<file path="config.mk">
export PLATFORM = sky130hd
export DESIGN_NAME = jtag_axi_seq
export DESIGN_NICKNAME = d
export VERILOG_FILES = /design/src/rtl/jtag_axi_seq_pkg.sv /design/src/rtl/jtag_axi_seq_wdt.sv /design/src/rtl/jtag_axi_seq.sv
export SDC_FILE = /design/constraint.sdc
export NUM_CORES = 1
export LEC_CHECK = 0
export CAP_MARGIN = 10
export CORE_ASPECT_RATIO = 0.7
export CORE_MARGIN = 2
export CORE_UTILIZATION = 35
export DETAILED_ROUTE_END_ITERATION = 16
export PLACE_DENSITY = 0.77
export SETUP_SLACK_MARGIN = 0.4
export SLEW_MARGIN = 20
export SYNTH_ARGS = -nofsm -noshare
export SYNTH_HDL_FRONTEND = slang
export SYNTH_HIERARCHICAL = 1
export SYNTH_SLANG_ARGS = --single-unit
</file>
<file path="constraint.sdc">
create_clock -name clk -period 2.3 [get_ports clk]
set_input_delay 0.23 -clock clk [delete_from_list [all_inputs] [get_ports clk]]
set_output_delay 0.23 -clock clk [all_outputs]
set_load 0.05 [all_outputs]
</file>
<file path="src/rtl/jtag_axi_seq_pkg.sv">
// Shared types and constants for the JTAG debug-module to AXI4-Lite sequencer.
package jtag_axi_seq_pkg;

  typedef enum logic [2:0] {
    JSEQ_IDLE  = 3'd0,
    JSEQ_WR    = 3'd1,
    JSEQ_WRESP = 3'd2,
    JSEQ_RADDR = 3'd3,
    JSEQ_RDATA = 3'd4,
    JSEQ_RSP   = 3'd5
  } jseq_state_e;

  localparam logic [1:0] AXI_RESP_OKAY   = 2'b00;
  localparam logic [1:0] AXI_RESP_EXOKAY = 2'b01;
  localparam logic [1:0] AXI_RESP_SLVERR = 2'b10;
  localparam logic [1:0] AXI_RESP_DECERR = 2'b11;

  localparam int unsigned MEM_ADDR_W = 32;
  localparam int unsigned MEM_DATA_W = 32;

  function automatic logic [MEM_ADDR_W-1:0] word_align(input logic [MEM_ADDR_W-1:0] a);
    return a & ~MEM_ADDR_W'(3);
  endfunction

  function automatic logic resp_is_err(input logic [1:0] r);
    return (r == AXI_RESP_SLVERR) || (r == AXI_RESP_DECERR);
  endfunction

endpackage

</file>
<file path="src/rtl/jtag_axi_seq_wdt.sv">
// Transaction watchdog: clearable counter that flags when the wait budget is spent.
module jtag_axi_wdt #(
  parameter int unsigned TIMEOUT_CYC = 1023,
  parameter int unsigned TO_W        = 10
) (
  input  logic clk,
  input  logic rst,
  input  logic clr,
  input  logic en,
  output logic expire
);

  localparam logic [TO_W-1:0] LIMIT = TO_W'(TIMEOUT_CYC);

  logic [TO_W-1:0] cnt;

  always_ff @(posedge clk) begin
    if (rst || clr) begin
      cnt <= '0;
    end else if (en) begin
      cnt <= cnt + TO_W'(1);
    end
  end

  // A zero budget disables the watchdog entirely.
  assign expire = (TIMEOUT_CYC != 0) && en && (cnt == LIMIT);

endmodule

</file>
<file path="src/rtl/jtag_axi_seq.sv">
// Single-outstanding sequencer turning DM memory requests into AXI4-Lite transactions.
module jtag_axi_seq
  import jtag_axi_seq_pkg::*;
#(
  parameter int unsigned TIMEOUT_CYC = 1023,
  parameter int unsigned TO_W        = 10
) (
  input  logic                  clk,
  input  logic                  rst,
  input  logic                  req_valid_i,
  output logic                  req_ready_o,
  input  logic                  req_we_i,
  input  logic [MEM_ADDR_W-1:0] req_addr_i,
  input  logic [MEM_DATA_W-1:0] req_wdata_i,
  input  logic [3:0]            req_sel_i,
  output logic                  rsp_valid_o,
  output logic [MEM_DATA_W-1:0] rsp_rdata_o,
  output logic                  rsp_err_o,
  output logic                  rsp_timeout_o,
  output logic [MEM_ADDR_W-1:0] m_axi_awaddr,
  output logic [2:0]            m_axi_awprot,
  output logic                  m_axi_awvalid,
  input  logic                  m_axi_awready,
  output logic [MEM_DATA_W-1:0] m_axi_wdata,
  output logic [3:0]            m_axi_wstrb,
  output logic                  m_axi_wvalid,
  input  logic                  m_axi_wready,
  input  logic [1:0]            m_axi_bresp,
  input  logic                  m_axi_bvalid,
  output logic                  m_axi_bready,
  output logic [MEM_ADDR_W-1:0] m_axi_araddr,
  output logic [2:0]            m_axi_arprot,
  output logic                  m_axi_arvalid,
  input  logic                  m_axi_arready,
  input  logic [MEM_DATA_W-1:0] m_axi_rdata,
  input  logic [1:0]            m_axi_rresp,
  input  logic                  m_axi_rvalid,
  output logic                  m_axi_rready
);

  jseq_state_e state_q, state_d;

  logic [MEM_ADDR_W-1:0] addr_q;
  logic [MEM_DATA_W-1:0] wdata_q;
  logic [3:0]            sel_q;
  logic                  aw_done_q, w_done_q;
  logic                  aw_hs, w_hs;

  logic                  accept, wdt_en, wdt_expire;
  logic                  rsp_load, rsp_err_d, rsp_to_d;
  logic [MEM_DATA_W-1:0] rsp_rdata_d;
  logic [MEM_DATA_W-1:0] rsp_rdata_q;
  logic                  rsp_err_q, rsp_to_q;

  jtag_axi_wdt #(
    .TIMEOUT_CYC(TIMEOUT_CYC),
    .TO_W       (TO_W)
  ) u_wdt (
    .clk   (clk),
    .rst   (rst),
    .clr   (accept),
    .en    (wdt_en),
    .expire(wdt_expire)
  );

  // Bus-facing strobes come only from registered state, never from AXI inputs.
  assign req_ready_o   = (state_q == JSEQ_IDLE) && !rst;
  assign m_axi_awvalid = (state_q == JSEQ_WR) && !aw_done_q;
  assign m_axi_wvalid  = (state_q == JSEQ_WR) && !w_done_q;
  assign m_axi_bready  = (state_q == JSEQ_WRESP);
  assign m_axi_arvalid = (state_q == JSEQ_RADDR);
  assign m_axi_rready  = (state_q == JSEQ_RDATA);
  assign rsp_valid_o   = (state_q == JSEQ_RSP);

  assign m_axi_awaddr  = addr_q;
  assign m_axi_araddr  = addr_q;
  assign m_axi_awprot  = 3'h0;
  assign m_axi_arprot  = 3'h0;
  assign m_axi_wdata   = wdata_q;
  assign m_axi_wstrb   = sel_q;

  assign rsp_rdata_o   = rsp_rdata_q;
  assign rsp_err_o     = rsp_err_q;
  assign rsp_timeout_o = rsp_to_q;

  assign aw_hs = m_axi_awvalid && m_axi_awready;
  assign w_hs  = m_axi_wvalid && m_axi_wready;

  always_comb begin
    state_d     = state_q;
    accept      = 1'b0;
    wdt_en      = 1'b0;
    rsp_load    = 1'b0;
    rsp_err_d   = 1'b0;
    rsp_to_d    = 1'b0;
    rsp_rdata_d = '0;
    case (state_q)
      JSEQ_IDLE: begin
        if (req_valid_i) begin
          accept  = 1'b1;
          state_d = req_we_i ? JSEQ_WR : JSEQ_RADDR;
        end
      end
      JSEQ_WR: begin
        wdt_en = 1'b1;
        if ((aw_done_q || aw_hs) && (w_done_q || w_hs)) begin
          state_d = JSEQ_WRESP;
        end else if (wdt_expire) begin
          state_d  = JSEQ_RSP;
          rsp_load = 1'b1; rsp_err_d = 1'b1; rsp_to_d = 1'b1;
        end
      end
      JSEQ_WRESP: begin
        wdt_en = 1'b1;
        if (m_axi_bvalid) begin
          state_d   = JSEQ_RSP;
          rsp_load  = 1'b1;
          rsp_err_d = resp_is_err(m_axi_bresp);
        end else if (wdt_expire) begin
          state_d  = JSEQ_RSP;
          rsp_load = 1'b1; rsp_err_d = 1'b1; rsp_to_d = 1'b1;
        end
      end
      JSEQ_RADDR: begin
        wdt_en = 1'b1;
        if (m_axi_arready) begin
          state_d = JSEQ_RDATA;
        end else if (wdt_expire) begin
          state_d  = JSEQ_RSP;
          rsp_load = 1'b1; rsp_err_d = 1'b1; rsp_to_d = 1'b1;
        end
      end
      JSEQ_RDATA: begin
        wdt_en = 1'b1;
        if (m_axi_rvalid) begin
          state_d     = JSEQ_RSP;
          rsp_load    = 1'b1;
          rsp_err_d   = resp_is_err(m_axi_rresp);
          rsp_rdata_d = rsp_err_d ? '0 : m_axi_rdata;
        end else if (wdt_expire) begin
          state_d  = JSEQ_RSP;
          rsp_load = 1'b1; rsp_err_d = 1'b1; rsp_to_d = 1'b1;
        end
      end
      JSEQ_RSP: state_d = JSEQ_IDLE;
      default:  state_d = JSEQ_IDLE;
    endcase
  end

  always_ff @(posedge clk) begin
    if (rst) begin
      state_q     <= JSEQ_IDLE;
      addr_q      <= '0;
      wdata_q     <= '0;
      sel_q       <= '0;
      aw_done_q   <= 1'b0;
      w_done_q    <= 1'b0;
      rsp_rdata_q <= '0;
      rsp_err_q   <= 1'b0;
      rsp_to_q    <= 1'b0;
    end else begin
      state_q <= state_d;
      if (accept) begin
        addr_q    <= word_align(req_addr_i);
        wdata_q   <= req_wdata_i;
        sel_q     <= req_sel_i;
        aw_done_q <= 1'b0;
        w_done_q  <= 1'b0;
      end else begin
        aw_done_q <= aw_done_q || aw_hs;
        w_done_q  <= w_done_q || w_hs;
      end
      if (rsp_load) begin
        rsp_rdata_q <= rsp_rdata_d;
        rsp_err_q   <= rsp_err_d;
        rsp_to_q    <= rsp_to_d;
      end
    end
  end

endmodule

</file>
==> impl_metrics.py, run 1 <==
metrics = {
    "sta": {
        "tns_ns": 0,
        "maxSlewHeadroom_pct": 54.58,
        "min_period_ns": 1.961,
        "fin_skew_ns": 0.01029,
        "tightest_slew_ns": 0.6814,
        "finalHoldViolations": 0,
        "finalSetupViolations": 0,
        "drv_slew": 0,
        "rsz0062_at_grt": "true",
        "final.period_utilization_pct": 85.27,
        "setup_slack_ns": 0.3387,
        "max_clock_freq_mhz": 509.9,
    },
    "detailed_routing": {
        "drt_iter0_drc": 220,
        "drc": 0,
        "wirelength_um": 13850,
        "via_per_inst": 4.790,
        "first_pass_iters": 4,
        "wl_per_cell_um": 15.01,
        "num_vias": 4421,
        "ant_nets": 0,
    },
    "synthesis": {
        "syn_area_per_cell_um2": 8.711,
        "synth_edf_count": 0,
        "ys_warn_count": 6,
        "synth.distinct_cells": 44,
        "async_flop_share_pct": 0,
        "synth_cells": 525,
        "ys_seq_area_share_pct": 50.34,
        "synth-seq-cells": 115,
        "synthFlopType": "dfxtp_1",
        "synth_area_mm2": 0.004573,
    },
    "grt": {
        "grt_pass1_wl_um": 21580,
        "grt-ovfl-total": 0,
        "track_usage_pct": 19.29,
        "grt_start_max_net_pins": 67,
        "antenna_found_initial": 0,
        "first_global_vias": 4251,
    },
    "finish": {
        "fin_nets": 862,
        "drive_above_1_share_pct": 12.35,
        "antenna_cells": 0,
        "area_delta_synth_final_pct": 68.97,
        "fin_util_pct": 61.37,
        "fin_cells": 923,
    },
    "cts": {
        "cts_tree": "yes",
        "cts_root_buf": "clkbuf_16",
        "numClockSinks": 115,
        "postCtsHoldBufs": 0,
        "cts_buffers": 17,
        "insertion_delay_ns": 0.41,
        "clockBufferDepth": 2,
        "cts_htree_levels": 4,
        "clk_pin_slew_ns": 0.06,
    },
    "floorplan": {
        "num_rows": 34,
        "ios": 260,
        "dieArea_mm2": 0.01401,
        "die_y_um": 99.64,
        "start_util_pct": 36.32,
        "die_x_um": 140.6,
        "core_mm2": 0.01259,
    },
    "min_path": {
        "hold_start": "rst",
        "hold_path_class": "in2reg",
    },
    "placement": {
        "dpl_worst_slack_ns": 0.1635,
        "dp.cells": 879,
        "routabilityCongestion": 0.7875,
        "numPortBuffers": 245,
        "dpl.hpwl_um": 9595,
    },
    "setup_path": {
        "path_cells": "nor2_4 -> nor2_4 -> nor2_4 -> nand4_4 -> nor3_4 -> nor2_4 -> o22ai_4 -> a221oi_4 -> buf_12 -> a22o_1",
        "timing.critical_path.mode_cell": "nor2_4",
        "crit_slowest_cell": "dfxtp_4",
        "end_kind": "flip-flop",
        "path_max_fanout": 17,
        "setup.worst_path.start_class": "flip-flop",
        "crit_required_ns": 2.59,
        "critPathLaunch": "state_q[0]",
        "r2r_start": "state_q[0]",
        "cp.arrival_ns": 2.25,
        "critPathKind": "reg2reg",
        "worst_path_largest_cell_delay_ns": 0.37,
        "r2r_slack_ns": 0.34,
    },
    "job": {
        "maxCapViolations": 0,
    },
    "power_and_ir_drop": {
        "p_per_area_mw_per_mm2": 868.6,
        "power.leakage_nw": 2.913,
        "peakVddDrop_v": 0.0005963,
    },
    "run_status": {
        "status": "complete, no violations",
    },
}
## cells in the mapped netlist, types with 2 or more instances
cell,number,area (um2)
nor2b_1,3,18.77
buf_4,42,315.3
o22ai_1,2,12.51
inv_1,6,22.52
nor2_1,14,52.55
nand2_1,142,533.0
or4_1,2,15.01
or3_2,2,15.01
nand2b_1,2,12.51
a21oi_1,77,385.4
xor2_1,3,26.28
a22o_1,34,297.8
nand3_1,4,20.02
o21ai_0,8,40.04
buf_2,13,65.06
a211o_1,3,26.28
o31ai_1,2,15.01
clkbuf_1,14,52.55
or3_1,2,12.51
buf_6,6,67.56
nor3_1,4,20.02
mux2i_1,2,20.02
nand4_1,3,18.77
dfxtp_1,115,2302
## worst paths after layout
path,to,cells past startpoint
min reg2reg,m_axi_wdata[17],2
min,rsp_err_o,3
max,rsp_rdata_o[10],10
max reg2reg,rsp_rdata_o[10],10
## power by group
group          internal [mW]  switching, mW  total [mW]
Clock                   1.71          0.943        2.65
Sequential              2.13         0.0965        2.23
Combinational          0.694           1.14        1.84
## flip-flops by register name, indices dropped and copies added (netlist names)
signal	flops
m_axi_wdata	32
state_q	3
u_wdt/cnt	10
m_axi_araddr	30
rsp_rdata_o	32
m_axi_wstrb	4
w_done_q	1
rsp_err_o	1
aw_done_q	1
rsp_timeout_o	1
## stage by stage
step,area [um2],power (mW),hold slack [ns]
CTS,7657,6.729,0.2502
global route,7727,6.982,0.2649
floorplan,4691,3.443,0.3555
detailed placement,6953,4.010,0.4471
global placement,6953,3.981,0.4417
finish,7727,6.712,0.2625
## cells by family after synthesis
kind of cell | Yosys count | synth area share [%]
simple gates | 188 | 17.92
compound gates | 131 | 18.41
flops | 115 | 50.34
buf+inv | 82 | 11.52
xor+xnor | 4 | 0.7662
mux | 3 | 0.6840
fa+ha+maj | 1 | 0.2736
other cells | 1 | 0.08200
## placed cells by master, fill, tap and decap left out, types with 8 or more instances in the layout
master and n:
a22o_1 34, clkbuf_16 18, clkdlybuf4s50_1 237, nor2_1 8, a21oi_1 76, dfxtp_1 110
conb_1 10, buf_4 24, nand2_1 141
## layout make-up
| cell class | instances | area, um2 |
|---|---|---|
| Timing Repair Buffer | 270 | 2681 |
| Tap cell | 162 | 202.7 |
| Inverter | 7 | 30.03 |
| Multi-Input combinational cell | 337 | 1903 |
| Fill cell | 1035 | 4865 |
| Sequential cell | 115 | 2316 |
| Clock buffer | 20 | 436.7 |
| Clock inverter | 12 | 157.7 |
## routing by layer
metal / vias to the layer above / part of all wire [%] / GRT usage [%]
met4: 0 / 1.5 / 6.846
met1: 2049 / 41 / 22.05
met5: - / 0 / 0
li1: 2174 / - / -
met3: 19 / 8.3 / 7.607
met2: 179 / 50 / 33.06
## repair_timing
action                     4_1_cts  5_1_grt
cloned                           1        1
pin swaps                        2       11
gates resized for setup         12       12
buffers inserted                 6        4
setup endpoints to repair       38       39
## worst max-delay path: cells and delay by family (launching register included)
family,cells,cell delay (ns)
simple gates,6,0.74
compound gates,3,0.56
flops,1,0.37
buf+inv,1,0.17
No activity file was read; power rests on OpenSTA's default activity.
==> run 2, diff against run 1 <==
- CTS_CLUSTER_DIAMETER: unset -> 200
- SLEW_MARGIN: 20 -> 10
==> results of run 2 <==
The final DEF is identical to that of run 1; final timing and power are the same.
